## config.mk

```make
export PLATFORM = sky130hd
export DESIGN_NAME = reg_fifo_flat
export DESIGN_NICKNAME = d
export VERILOG_FILES = /design/src/rtl/fifo_pkg.sv /design/src/rtl/reg_fifo_if.sv /design/src/rtl/fifo_ctrl.sv /design/src/rtl/reg_fifo.sv /design/src/flat_wrapper.sv
export SDC_FILE = /design/constraint.sdc
export NUM_CORES = 1
export LEC_CHECK = 0
export BUFFER_PORTS_ARGS = -buffer_cell sky130_fd_sc_hd__buf_2
export CAP_MARGIN = 20
export CORE_MARGIN = 1
export CORE_UTILIZATION = 50
export CTS_CLUSTER_SIZE = 30
export DETAILED_ROUTE_END_ITERATION = 10
export GPL_ROUTABILITY_DRIVEN = 0
export PLACE_DENSITY = 0.68
export SYNTH_ARGS = -nofsm -noshare
export SYNTH_HDL_FRONTEND = slang
export SYNTH_HIERARCHICAL = 1
export SYNTH_SLANG_ARGS = --single-unit
```

## constraint.sdc

```tcl
create_clock -name clk -period 3.2 [get_ports clk]
set_input_delay 0.48 -clock clk [delete_from_list [all_inputs] [get_ports clk]]
set_output_delay 0.48 -clock clk [all_outputs]
set_load 0.1 [all_outputs]
```

## src/rtl/fifo_pkg.sv

```systemverilog
// Shared constants and width helper for the register-array FIFO family.
package fifo_pkg;

    localparam int DEF_WIDTH = 4;
    localparam int DEF_DEPTH = 8;

    // Number of bits needed to encode values 0..value-1.
    function automatic int clog2(input int value);
        int r;
        r = 0;
        for (int i = 0; i < 31; i++) begin
            if ((32'(1) << i) < value) r = i + 1;
        end
        return r;
    endfunction

endpackage

```

## src/rtl/reg_fifo_if.sv

```systemverilog
// Producer/consumer side bundle of reg_fifo: requests, read data, flags and error pulses.
interface reg_fifo_if
    import fifo_pkg::*;
#(
    parameter int WIDTH = DEF_WIDTH,
    parameter int DEPTH = DEF_DEPTH
);
    localparam int CW = clog2(DEPTH + 1);

    logic             wr_en;
    logic [WIDTH-1:0] wr_data;
    logic             rd_en;
    logic [WIDTH-1:0] rd_data;
    logic             full;
    logic             empty;
    logic             almost_full;
    logic [CW-1:0]    count;
    logic             overflow;
    logic             underflow;

    modport master (
        output wr_en, wr_data, rd_en,
        input  rd_data, full, empty, almost_full, count, overflow, underflow
    );

    modport slave (
        input  wr_en, wr_data, rd_en,
        output rd_data, full, empty, almost_full, count, overflow, underflow
    );

endinterface

```

## src/rtl/fifo_ctrl.sv

```systemverilog
// Pointer/count controller: decides acceptance from the registered flags and
// produces storage write/read strobes, occupancy flags and error pulses.
module fifo_ctrl
    import fifo_pkg::*;
#(
    parameter int DEPTH    = DEF_DEPTH,
    parameter int AF_LEVEL = DEPTH - 1,
    parameter int AW       = clog2(DEPTH),
    parameter int CW       = clog2(DEPTH + 1)
) (
    input  logic          clk,
    input  logic          reset,
    input  logic          wr_req,
    input  logic          rd_req,
    output logic          wr_fire,
    output logic [AW-1:0] wr_addr,
    output logic          rd_fire,
    output logic [AW-1:0] rd_addr,
    output logic [CW-1:0] count,
    output logic          full,
    output logic          empty,
    output logic          almost_full,
    output logic          overflow,
    output logic          underflow
);

    localparam logic [CW-1:0] FULL_LEVEL = CW'(DEPTH);
    localparam logic [CW-1:0] AF_THRESH  = CW'(AF_LEVEL);

    logic [AW-1:0] wr_ptr;
    logic [AW-1:0] rd_ptr;

    // Flags depend only on the registered count, so requests never reach outputs combinationally.
    assign full        = (count == FULL_LEVEL);
    assign empty       = (count == '0);
    assign almost_full = (count >= AF_THRESH);

    assign wr_fire = wr_req && !full;
    assign rd_fire = rd_req && !empty;
    assign wr_addr = wr_ptr;
    assign rd_addr = rd_ptr;

    always_ff @(posedge clk or posedge reset) begin
        if (reset) begin
            wr_ptr    <= '0;
            rd_ptr    <= '0;
            count     <= '0;
            overflow  <= 1'b0;
            underflow <= 1'b0;
        end else begin
            if (wr_fire) wr_ptr <= wr_ptr + 1'b1;
            if (rd_fire) rd_ptr <= rd_ptr + 1'b1;
            case ({wr_fire, rd_fire})
                2'b10:   count <= count + 1'b1;
                2'b01:   count <= count - 1'b1;
                default: count <= count;
            endcase
            overflow  <= wr_req && full;
            underflow <= rd_req && empty;
        end
    end

endmodule

```

## src/rtl/reg_fifo.sv

```systemverilog
// Synchronous FIFO: register-array storage and registered read port around fifo_ctrl.
module reg_fifo
    import fifo_pkg::*;
#(
    parameter int WIDTH    = DEF_WIDTH,
    parameter int DEPTH    = DEF_DEPTH,
    parameter int AF_LEVEL = DEPTH - 1
) (
    input  logic       clk,
    input  logic       reset,
    reg_fifo_if.slave  bus
);

    localparam int AW = clog2(DEPTH);
    localparam int CW = clog2(DEPTH + 1);

    logic             wr_fire;
    logic             rd_fire;
    logic [AW-1:0]    wr_addr;
    logic [AW-1:0]    rd_addr;
    logic [WIDTH-1:0] mem [DEPTH];
    logic [WIDTH-1:0] rd_q;

    fifo_ctrl #(
        .DEPTH    (DEPTH),
        .AF_LEVEL (AF_LEVEL),
        .AW       (AW),
        .CW       (CW)
    ) u_ctrl (
        .clk         (clk),
        .reset       (reset),
        .wr_req      (bus.wr_en),
        .rd_req      (bus.rd_en),
        .wr_fire     (wr_fire),
        .wr_addr     (wr_addr),
        .rd_fire     (rd_fire),
        .rd_addr     (rd_addr),
        .count       (bus.count),
        .full        (bus.full),
        .empty       (bus.empty),
        .almost_full (bus.almost_full),
        .overflow    (bus.overflow),
        .underflow   (bus.underflow)
    );

    // Storage is deliberately left out of reset; only the read register is cleared.
    always_ff @(posedge clk) begin
        if (wr_fire) mem[wr_addr] <= bus.wr_data;
    end

    always_ff @(posedge clk or posedge reset) begin
        if (reset)        rd_q <= '0;
        else if (rd_fire) rd_q <= mem[rd_addr];
    end

    assign bus.rd_data = rd_q;

endmodule

```

## src/flat_wrapper.sv

```systemverilog
// flat-port wrapper written by rule: the top's interface ports become plain ports
module reg_fifo_flat import fifo_pkg::*;
#(
    parameter int WIDTH    = DEF_WIDTH,
    parameter int DEPTH    = DEF_DEPTH,
    parameter int AF_LEVEL = DEPTH - 1
)
  (clk, reset, bus_wr_en, bus_wr_data, bus_rd_en, bus_rd_data, bus_full, bus_empty, bus_almost_full, bus_count, bus_overflow, bus_underflow);
  reg_fifo_if #(.WIDTH(WIDTH), .DEPTH(DEPTH)) bus_i ();
  input  logic clk;
  input  logic reset;
  input wire logic [$bits(bus_i.wr_en)-1:0] bus_wr_en;
  input wire logic [$bits(bus_i.wr_data)-1:0] bus_wr_data;
  input wire logic [$bits(bus_i.rd_en)-1:0] bus_rd_en;
  output wire logic [$bits(bus_i.rd_data)-1:0] bus_rd_data;
  output wire logic [$bits(bus_i.full)-1:0] bus_full;
  output wire logic [$bits(bus_i.empty)-1:0] bus_empty;
  output wire logic [$bits(bus_i.almost_full)-1:0] bus_almost_full;
  output wire logic [$bits(bus_i.count)-1:0] bus_count;
  output wire logic [$bits(bus_i.overflow)-1:0] bus_overflow;
  output wire logic [$bits(bus_i.underflow)-1:0] bus_underflow;
  assign bus_i.wr_en = bus_wr_en;
  assign bus_i.wr_data = bus_wr_data;
  assign bus_i.rd_en = bus_rd_en;
  assign bus_rd_data = bus_i.rd_data;
  assign bus_full = bus_i.full;
  assign bus_empty = bus_i.empty;
  assign bus_almost_full = bus_i.almost_full;
  assign bus_count = bus_i.count;
  assign bus_overflow = bus_i.overflow;
  assign bus_underflow = bus_i.underflow;
  reg_fifo #(.WIDTH(WIDTH), .DEPTH(DEPTH), .AF_LEVEL(AF_LEVEL)) u_core (.clk(clk), .reset(reset), .bus(bus_i));
endmodule
```

==> metrics.yaml <==
critical_path:
  critPathLaunchType: "register"
  cp_max_fo: 13
  arrival_ps: 2660
  path_class: "reg -> reg"
  crit_required_ps: 3410
  end_kind: "register"
floorplanning:
  die_y_um: 68.0
  dieArea_um2: 4620
  pin_count: 21
  rows: 23
  die_w_um: 68.0
  initial_utilization_pct: 53.3
  core_area_um2: 4090
synthesis:
  synth-edff-count: 32
  syn_avg_cell_area_um2: 14.9
  synth_top_area_share_pct: 44.1
  synthFlopType: "edfxtp_1"
  syn-num-nets: 159
  async_flop_share_pct: 33.3
  syn_inst: 146
  yosysUniqueCellTypes: 35
  synthTopCellsByCount: "edfxtp_1 (32), mux2i_1 (17), dfrtp_1 (16)"
  syn_area_um2: 2180
  synth-seq-cells: 48
  synthTopCellsByArea: "edfxtp_1 (44%), dfrtp_1 (18%), mux2i_1 (7.8%), ha_1 (2.9%), a22oi_1 (2.8%)"
  ys_seq_area_share_pct: 62.5
  synth.most_common_cell: "edfxtp_1"
  yosys_warnings: 6
  synth_top_area_cell: "edfxtp_1"
sta:
  finalSetupViolCount: 0
  worst_pin_slew_ps: 955
  fin_ws_ps: 754
  period_needed_ps: 2450
  hold_violations: 0
  rsz0062_at_grt: "no"
  fin_crit_sh_pct: 76.4
  relSlewSlack_pct: 36.3
  fin_skew_ps: 6.96
  fmax_ghz: 0.409
  finalMaxSlewViolations: 0
clock_tree:
  cts.repair.resized: 0
  clockBufferDepth: 2
  cts_setup_buffers: 0
  cts_tree: "yes"
  clock-sinks: 48
  insertion_delay_ps: 300
  path_clk_slew_ps: 90
  cts_htree_levels: 2
  cts_root_buf: "clkbuf_8"
  hold_buffers: 0
  cts_buffers: 5
global_routing:
  grt_start_max_net_pins: 19
  grt_pass1_vias: 1202
  grt-busiest-layer: "met2"
  grt_usage_pct: 19.1
  grt_use_met1_pct: 25.5
  grt_remaining_overflow: 0
  met3_usage_pct: 4.33
  grt_pass1_wl_mm: 5.97
  grtUsageMet2_pct: 29.4
  antenna_found_initial: 0
run:
  cap_violations: 0
detailed_routing:
  dr_total_vias: 1205
  wl_per_cell_um: 17.1
  drt_iter0_drc: 69
  first_pass_iters: 5
  drc: 0
  routed_via_density: 5.53
  postRouteAntennaNets: 0
  routed_wl_mm: 3.72
final_layout:
  layout.cells.non_filler: 218
  n_fill_cell: 339
  multi_input_comb_area_um2: 777
  fin_area_um2: 2450
  seq_area_um2: 1370
  syn_to_final_growth_pct: 12.3
  drive_gt1_share_pct: 28.6
  fin_nets: 180
  antenna_cells: 0
min_path:
  min_path_type: "in -> async"
status:
  outcome: "finished clean"
place:
  placed_area_um2: 2330
  io_buffers: 20
  place_hpwl_mm: 2.76
  dp.cells: 210
  place_ws_ps: 770
## cell usage in the layout (no fill, tap or decap), drive strengths merged, types with 2 or more instances in the layout
cell,netlist,routed
nor2b,6,6
ha,5,5
a22oi,8,8
mux2i,17,17
mux2,3,3
nand2,4,4
nor3,2,2
nand2b,4,4
nor2,9,9
buf,6,20
xor2,3,3
clkbuf,0,5
a31o,5,5
xnor2,4,4
dfrtp,16,16
inv,5,6
and2,3,3
edfxtp,32,32
## state kept, by name (all words and copies together), names as in the netlist
signal / cells
u_core/bus.rd_data: 4
u_core/u_ctrl/rd_addr: 3
u_core/u_ctrl/wr_addr: 3
u_core/mem: 32
u_core/u_ctrl/overflow: 1
u_core/u_ctrl/underflow: 1
u_core/u_ctrl/count: 4
## routing by layer
layer | routed length (um) | part of all wire, %
met1 | 1670 | 45
met2 | 1920 | 52
met3 | 107 | 2.9
met4 | 23 | 0.62
met5 | 0 | 0
## stage by stage
step / hold slack, ps / setup TNS (ps) / utilization, %
2_1_floorplan: 246 / -417 / -
3_3_place_gp: 367 / 0 / 57.1
3_5_place_dp: 385 / 0 / 57.1
4_1_cts: 53.2 / 0 / 59.9
5_1_grt: 59.8 / 0 / 59.9
6_report: 55.9 / 0 / 59.9
## cell families (layout without fill, tap and decap cells)
group	count (synthesis)	in the layout	share of synthesized area, %
flip-flops	48	48	62.5
multiplexers	20	20	9.36
AND/OR/NAND/NOR	35	35	9.88
AO/OA/AOI/OAI	20	20	8.67
buffers and inverters	11	33	3.91
adder cells (fa/ha/maj)	5	5	2.87
XOR/XNOR	7	7	2.81
## worst max-delay path, stage by stage, from the launching register on
cell and delay (ps):
dfrtp_4 550, o41a_2 650, ha_4 240, xor2_1 150, ha_1 180, a21oi_1 170, mux2i_1 280, xnor2_1 150
## final timing paths
kind	startpoint	endpoint	slack [ps]	cells after the start
max in group asynchronous	reset	u_core/u_ctrl/count[2]$_DFFE_PP0P_	2630	2
min in group clk	bus_rd_en	u_core/u_ctrl/underflow$_DFF_PP0_	400	2
worst min-delay path	reset	u_core/bus.rd_data[0]$_DFFE_PP0P_	60	2
worst max-delay path	u_core/u_ctrl/count[2]$_DFFE_PP0P_	u_core/u_ctrl/count[2]$_DFFE_PP0P_	750	7
worst min register to register	u_core/u_ctrl/wr_addr[2]$_DFFE_PP0P_	u_core/u_ctrl/wr_addr[2]$_DFFE_PP0P_	500	1
worst max register to register	u_core/u_ctrl/count[2]$_DFFE_PP0P_	u_core/u_ctrl/count[2]$_DFFE_PP0P_	750	7
## layout make-up
cell class	count	area share, %
Multi-Input combinational cell	87	31.7
Tap cell	50	2.56
Timing Repair Buffer	20	4.09
Inverter	5	0.767
Sequential cell	48	56.1
Clock buffer	5	2.81
Clock inverter	3	1.89
Power is not shown: default switching activity piles up to over one toggle a cycle in this logic, so the estimate is an artifact.
